$ cat config.mk
export PLATFORM = sky130hd
export DESIGN_NAME = pht_predictor
export DESIGN_NICKNAME = d
export VERILOG_FILES = /design/src/rtl/pht_predictor_pkg.sv /design/src/rtl/pht_sat_counter.sv /design/src/rtl/pht_predictor.sv
export SDC_FILE = /design/constraint.sdc
export NUM_CORES = 1
export LEC_CHECK = 0
export CORE_ASPECT_RATIO = 0.7
export CORE_UTILIZATION = 35
export DETAILED_ROUTE_END_ITERATION = 8
export GPL_ROUTABILITY_DRIVEN = 0
export PLACE_DENSITY = 0.9
export SLEW_MARGIN = 20
export SYNTH_ARGS = -nofsm -noshare
export SYNTH_HDL_FRONTEND = slang
export SYNTH_SLANG_ARGS = --single-unit
$ cat constraint.sdc
create_clock -name clock -period 1.2 [get_ports clock]
set_input_delay 0.12 -clock clock [delete_from_list [all_inputs] [get_ports clock]]
set_output_delay 0.12 -clock clock [all_outputs]
set_load 0.03 [all_outputs]
$ cat src/rtl/pht_predictor_pkg.sv
`default_nettype none
// +----------------------------------------------------------------------+
// | pht_predictor_pkg                                                     |
// | Shared defaults and 2-bit saturating counter arithmetic for the PHT.  |
// | Rev 1.0 - initial release                                             |
// +----------------------------------------------------------------------+
package pht_predictor_pkg;

    localparam int c_GHR_LEN = 12;
    localparam int c_IDX_W   = c_GHR_LEN + 1;

    localparam logic [1:0] c_CNT_MAX = 2'b11;
    localparam logic [1:0] c_CNT_MIN = 2'b00;

    function automatic logic [1:0] sat_next(input logic [1:0] cnt, input logic taken);
        if (taken) begin
            return (cnt == c_CNT_MAX) ? c_CNT_MAX : cnt + 2'b01;
        end
        return (cnt == c_CNT_MIN) ? c_CNT_MIN : cnt - 2'b01;
    endfunction

endpackage : pht_predictor_pkg
`default_nettype wire

$ cat src/rtl/pht_sat_counter.sv
`default_nettype none
// +----------------------------------------------------------------------+
// | pht_sat_counter                                                       |
// | Next-value calculation for one 2-bit saturating direction counter.    |
// | Rev 1.0 - initial release                                             |
// +----------------------------------------------------------------------+
module pht_sat_counter
    import pht_predictor_pkg::*;
(
    input  logic [1:0] i_counter,
    input  logic       i_taken,
    output logic [1:0] o_next,
    output logic       o_saturated
);

    assign o_next      = sat_next(i_counter, i_taken);
    // Already pinned in the outcome direction: the write would not change the entry.
    assign o_saturated = i_taken ? (i_counter == c_CNT_MAX) : (i_counter == c_CNT_MIN);

endmodule : pht_sat_counter
`default_nettype wire

$ cat src/rtl/pht_predictor.sv
`default_nettype none
// +----------------------------------------------------------------------+
// | pht_predictor                                                         |
// | Gshare-style PHT front end: index/GHR management, registered response |
// | and registered counter write-back. Optional macro:                    |
// | PHT_SAT_WRITE_SKIP_EN suppresses writes that would not change a       |
// | saturated counter.                                                    |
// | Rev 1.0 - initial release                                             |
// +----------------------------------------------------------------------+
module pht_predictor
    import pht_predictor_pkg::*;
#(
    parameter int GHR_LEN = c_GHR_LEN,
    parameter int IDX_W   = c_IDX_W
)(
    input  logic               clock,
    input  logic               reset,
    input  logic               pred_valid,
    input  logic [31:0]        pred_pc,
    output logic               pred_resp_valid,
    output logic               pred_taken,
    output logic [IDX_W-1:0]   pred_index,
    output logic [1:0]         pred_counter,
    output logic [GHR_LEN-1:0] pred_ghr,
    input  logic               upd_valid,
    input  logic               upd_taken,
    input  logic               upd_mispredict,
    input  logic [IDX_W-1:0]   upd_index,
    input  logic [1:0]         upd_counter,
    input  logic [GHR_LEN-1:0] upd_ghr,
    output logic               pht_ren,
    output logic [GHR_LEN-1:0] pht_raddr,
    input  logic [3:0]         pht_rdata,
    output logic               pht_wen,
    output logic [IDX_W-1:0]   pht_waddr,
    output logic [1:0]         pht_wdata
);

    logic [GHR_LEN-1:0] r_ghr;
    logic               r_stage_valid;
    logic [IDX_W-1:0]   r_stage_idx;
    logic [GHR_LEN-1:0] r_stage_ghr;
    logic               r_wen;
    logic [IDX_W-1:0]   r_waddr;
    logic [1:0]         r_wdata;

    logic [IDX_W-1:0]   w_idx;
    logic               w_kill;
    logic [1:0]         w_next_cnt;
    logic               w_saturated;
    logic               w_write;

    // ---------------- read request ----------------
    assign w_idx     = {pred_pc[GHR_LEN+2:3] ^ r_ghr, pred_pc[2]};
    assign w_kill    = upd_valid & upd_mispredict;
    assign pht_ren   = pred_valid & ~upd_mispredict;
    assign pht_raddr = w_idx[IDX_W-1:1];

    always_ff @(posedge clock) begin
        if (reset) begin
            r_stage_valid <= 1'b0;
            r_stage_idx   <= '0;
            r_stage_ghr   <= '0;
        end else begin
            r_stage_valid <= pht_ren;
            r_stage_idx   <= w_idx;
            r_stage_ghr   <= r_ghr;
        end
    end

    // ---------------- response ----------------
    assign pred_counter    = r_stage_idx[0] ? pht_rdata[3:2] : pht_rdata[1:0];
    assign pred_taken      = pred_counter[1];
    assign pred_resp_valid = r_stage_valid & ~w_kill;
    assign pred_index      = r_stage_idx;
    assign pred_ghr        = r_stage_ghr;

    // A resolved mispredict restores history from the carried snapshot.
    always_ff @(posedge clock) begin
        if (reset) begin
            r_ghr <= '0;
        end else if (w_kill) begin
            r_ghr <= {upd_ghr[GHR_LEN-2:0], upd_taken};
        end else if (pred_resp_valid) begin
            r_ghr <= {r_ghr[GHR_LEN-2:0], pred_taken};
        end
    end

    // ---------------- write-back ----------------
    pht_sat_counter u_sat_counter (
        .i_counter   (upd_counter),
        .i_taken     (upd_taken),
        .o_next      (w_next_cnt),
        .o_saturated (w_saturated)
    );

`ifdef PHT_SAT_WRITE_SKIP_EN
    assign w_write = upd_valid & ~w_saturated;
    logic w_unused_bits;
    assign w_unused_bits = ^{pred_pc[31:GHR_LEN+3], pred_pc[1:0], upd_ghr[GHR_LEN-1]};
`else
    assign w_write = upd_valid;
    logic w_unused_bits;
    assign w_unused_bits = ^{pred_pc[31:GHR_LEN+3], pred_pc[1:0], upd_ghr[GHR_LEN-1], w_saturated};
`endif

    always_ff @(posedge clock) begin
        if (reset) begin
            r_wen   <= 1'b0;
            r_waddr <= '0;
            r_wdata <= '0;
        end else begin
            r_wen   <= w_write;
            r_waddr <= upd_index;
            r_wdata <= w_next_cnt;
        end
    end

    assign pht_wen   = r_wen;
    assign pht_waddr = r_waddr;
    assign pht_wdata = r_wdata;

endmodule : pht_predictor
`default_nettype wire

# After elaboration in Yosys (flattened, before gate mapping)
# Index checks and enable logic that the tools add are counted.
# classes
bitwise	6
n_addsub	2
n_eq_ne	1
reduce_logical	2
muxes	8
# ops
operator	count
$mux 12	2
$xor 12x12->12	1
$mux 2	5
$and 1x1->1	3
$add 2x1->2 const B	1
$eq 2x2->1 const B	1
$logic_not 2->1	1
$not 1->1	2
$reduce_bool 2->1	1
$sub 2x1->2 const B	1
$mux 1	1
# word_totals
inputBits	69
register_bits	54

# Logic depth before layout (Yosys ltp)
# depth
depth_word	5
mapped_depth	4
mapped_depth_nobuf	3

# Cells and area by module
# A second synthesis with hierarchy kept.
# hier_totals
cells_unflattened	167
area_unflattened_um2	1879.3
# by_module_without_submodules
mod	cells_each	area_per_inst_um2	seq_area_each_um2	n_inst
pht_predictor	161	1840.5	1081.0	1
pht_sat_counter	6	38.8	0.0	1

# Worst setup path after synthesis
# Ideal clock, no wire load.
# synth_path
path_type	flip-flop to output port
start	register r_stage_idx[0], in the netlist pred_index[0]
end	output pred_counter[1]
setup_slack_ns	-0.100
path_buffers	1
arrival_ns	1.180
stages_incl_launch_ff	3
path_cell_list	dfxtp_1 -> mux2_2 -> buf_4
# synth_between
elab_chain_len	1
# synth_rtl
element	line_no	rtl
start, declared	pht_predictor.sv:41	logic [IDX_W-1:0] r_stage_idx;
start signal, assigned	pht_predictor.sv:66	r_stage_idx <= w_idx;
$mux 2	pht_predictor.sv:72	assign pred_counter = r_stage_idx[0] ? pht_rdata[3:2] : pht_rdata[1:0];
end, declared	pht_predictor.sv:23	output logic [1:0] pred_counter,
# No other way between the ends.

# Worst setup path after layout
# Same ends and word-level chain as after synthesis.

==> flow_summary.json <==
{
  "run_status": "complete, but fails checks",
  "violations": "negative setup slack",
  "clk_path_buf_depth": 2,
  "wl_um": 4446,
  "die_height_um": 62.69,
  "cts_buffers": 5,
  "syn_to_final_growth_pct": 70.79,
  "path_buf_inv": 1,
  "clock_sinks": 54,
  "cp.depth": 2,
  "static-leakage-power_nw": 1.362,
  "synth_area_um2": 1842,
  "timing.final.setup_violations": 3,
  "pin_count_of_the_biggest_net_entering_global_routing": 55,
  "timing.final.crit_share_pct": 104.0,
  "critPathArrivalTime_ns": 1.13,
  "max-vdd-ir-drop_uv": 576.8,
  "worst-slew-pin-transition_ns": 0.3348,
  "leading_cell_types_by_total_area_after_synthesis": "sky130_fd_sc_hd__dfxtp_1, sky130_fd_sc_hd__nor2b_1, sky130_fd_sc_hd__mux2i_1",
  "clock_skew_ns": 0.01297,
  "first_global_vias": 1497,
  "antenna_violations_before_repair": 0,
  "num_rows": 21,
  "powerDensity_nw_per_um2": 1253,
  "placement.cell_area_um2": 2938,
  "routed_via_density": 4.377,
  "worstPathRequired_ns": 1.08,
  "yosys.cell_types.count": 21,
  "first_pass_grt_wire_length_um": 6789,
  "timing.setup.critical_path_class": "flip-flop to output pin",
  "cts.htree.levels": 2,
  "top_level_ports": 127,
  "fmax_ghz": 0.8013,
  "drtAntennaViolNets": 0,
  "final_hpwl_dp_um": 3070,
  "fin_cells": 345,
  "worstRegToRegCells": 3,
  "tritoncts_clock_tree": "built",
  "grt_setup_unrepaired": "true",
  "worst_path_max_delay_cell": "sky130_fd_sc_hd__dfxtp_4",
  "synthesis.yosys.warnings": 0,
  "drt_first_iter_violations": 36,
  "detailedRoute.firstPassIterationCount": 4,
  "die_area_um2": 5561,
  "cp-end-kind": "output pin",
  "floorplan.initialDensity_pct": 37.48,
  "io_buffer_count": 106,
  "synth-seq-cells": 54,
  "hold_path_stages": 3,
  "core-area_um2": 4913,
  "grt-ovfl-total": 0,
  "nature_of_the_critical_path_startpoint": "flip-flop",
  "period_minus_slack_ns": 1.248,
  "slew_violations": 0,
  "clk_latency_ns": 0.30,
  "nNetsFinal": 344,
  "pre_cts_slack_ns": -0.04044,
  "wl_per_cell_um": 12.89,
  "postSynthCellCount": 166,
  "synth_area_leader_cell": "sky130_fd_sc_hd__dfxtp_1",
  "hold_path_class": "input port to flip-flop",
  "cp_cell_instances": "mux2_4, buf_6",
  "final_critical_path_setup_slack_ns": -0.04791,
  "cpPeakStageDelay_ns": 0.37,
  "maxSlewHeadroom_pct": 77.77,
  "drive_above_1_share_pct": 22.10,
  "post-route-drc-count": 0,
  "total_power_mw": 3.941,
  "finalHoldViolations": 0,
  "seq_area_frac_synth_pct": 58.70,
  "critical-path-top-delay-family": "flip-flops",
  "route.vias.total": 1510,
  "track_usage_pct": 15.77,
  "cts.clk_slew.worst_paths_ns": 0.11,
  "worst-path-max-fanout": 3,
  "yosysTopAreaCellShare_pct": 58.70,
  "fin_area_um2": 3146,
  "ctsRootBufferMaster": "sky130_fd_sc_hd__clkbuf_8",
  "synth.net_count": 235,
  "maxCapViolations": 0,
  "synthesis.area_per_instance_um2": 11.09,
  "diodes": 0,
  "setup_total_negative_slack_ns": -0.1162,
  "die-width_um": 88.71,
  "placed_cells": 336
}
-- power breakdown --
part	switching (mW)	internal [mW]
Sequential	0.0641	1.90
Clock	0.608	0.419
Combinational	0.505	0.440
-- final timing paths --
kind              slack, ns          start              end
setup / recovery      -0.05  pred_index[0]  pred_counter[1]
hold / removal         0.25          reset        r_ghr[10]
setup reg to reg       0.15  r_stage_valid         r_ghr[6]
hold reg to reg        0.49      r_ghr[11]     pred_ghr[11]
-- synth_stat cells, drive strengths merged --
master  instances
clkbuf          5
nand2           3
o21ai           2
xor2           12
a31oi           1
dfxtp          54
nand3           2
buf             6
a21oi           2
inv             1
a211oi         11
nor2           11
and2            1
nor2b          41
mux2            2
mux2i          11
nand3b          1
-- layout by cell type (no fill, tap or decap), types with 2 or more instances in the layout --
| master | count |
|---|---|
| sky130_fd_sc_hd__mux2i_1 | 11 |
| sky130_fd_sc_hd__dfxtp_4 | 8 |
| sky130_fd_sc_hd__nor2b_1 | 40 |
| sky130_fd_sc_hd__buf_6 | 6 |
| sky130_fd_sc_hd__a211oi_1 | 11 |
| sky130_fd_sc_hd__nor2_1 | 11 |
| sky130_fd_sc_hd__mux2_4 | 2 |
| sky130_fd_sc_hd__clkinvlp_4 | 2 |
| sky130_fd_sc_hd__dlygate4sd2_1 | 38 |
| sky130_fd_sc_hd__clkdlybuf4s50_1 | 47 |
| sky130_fd_sc_hd__clkdlybuf4s15_1 | 3 |
| sky130_fd_sc_hd__nand2_1 | 2 |
| sky130_fd_sc_hd__dfxtp_2 | 6 |
| sky130_fd_sc_hd__buf_4 | 16 |
| sky130_fd_sc_hd__buf_12 | 2 |
| sky130_fd_sc_hd__o21ai_0 | 2 |
| sky130_fd_sc_hd__a21oi_1 | 2 |
| sky130_fd_sc_hd__xor2_1 | 2 |
| sky130_fd_sc_hd__nand3_1 | 2 |
| sky130_fd_sc_hd__dfxtp_1 | 40 |
| sky130_fd_sc_hd__xor2_2 | 9 |
| sky130_fd_sc_hd__clkbuf_8 | 5 |
-- layout make-up --
class	instances	area (um^2)
multi-input cells	100	778.2
flip-flops and latches	54	1119
clock inverters	3	23.77
well taps	69	86.33
fillers	410	1768
inverters	1	3.754
repair buffers	113	1066
clock buffers	5	68.82
-- per-layer routing --
metal / share of wire [%] / up-vias / global-route usage (%) / wire, um
li1: - / 748 / - / -
met2: 48 / 72 / 25.77 / 2137
met3: 10 / 2 / 7.133 / 465
met1: 41 / 688 / 18.84 / 1821
met5: 0 / - / 0 / 0
met4: 0.45 / 0 / 3.629 / 20
-- per-stage QoR --
stage,hold slack [ns],util [%]
6_report,0.2491,64.02
4_1_cts,0.2572,61.57
3_5_place_dp,0.4838,59.79
5_1_grt,0.2637,64.02
2_1_floorplan,0.2480,-
3_3_place_gp,0.4891,59.79
-- repair_timing --
item | 4_1_cts | 5_1_grt
hold buffers | 0 | 0
resized for setup | 57 | 28
pin swaps | 3 | 7
setup buffers | 1 | 1
endpoints found under the setup margin | 55 | 21
hold endpoints to repair | 0 | 0
-- cells by family (layout without fill, tap and decap cells) --
| family | count (synthesis) | after routing | share of synthesized area [%] |
|---|---|---|---|
| buf+inv | 12 | 122 | 4.280 |
| flops | 54 | 54 | 58.70 |
| compound gates | 16 | 16 | 5.911 |
| simple gates | 59 | 59 | 18.21 |
| mux | 13 | 13 | 7.201 |
| xor+xnor | 12 | 12 | 5.706 |
-- sequential cells by signal (all words and copies together) (netlist names) --
name and flops:
pred_index 13, pht_wdata 2, pht_waddr 13, r_ghr 12, pht_wen 1, r_stage_valid 1
pred_ghr 12
-- tightest hold or removal path: cells and delay by family --
| kind | cells | cell delay, ns |
|---|---|---|
| buffers and inverters | 2 | 0.33 |
| AOI/OAI and AO/OA | 1 | 0.06 |
Note: power is estimated with default switching activity, not from simulation.
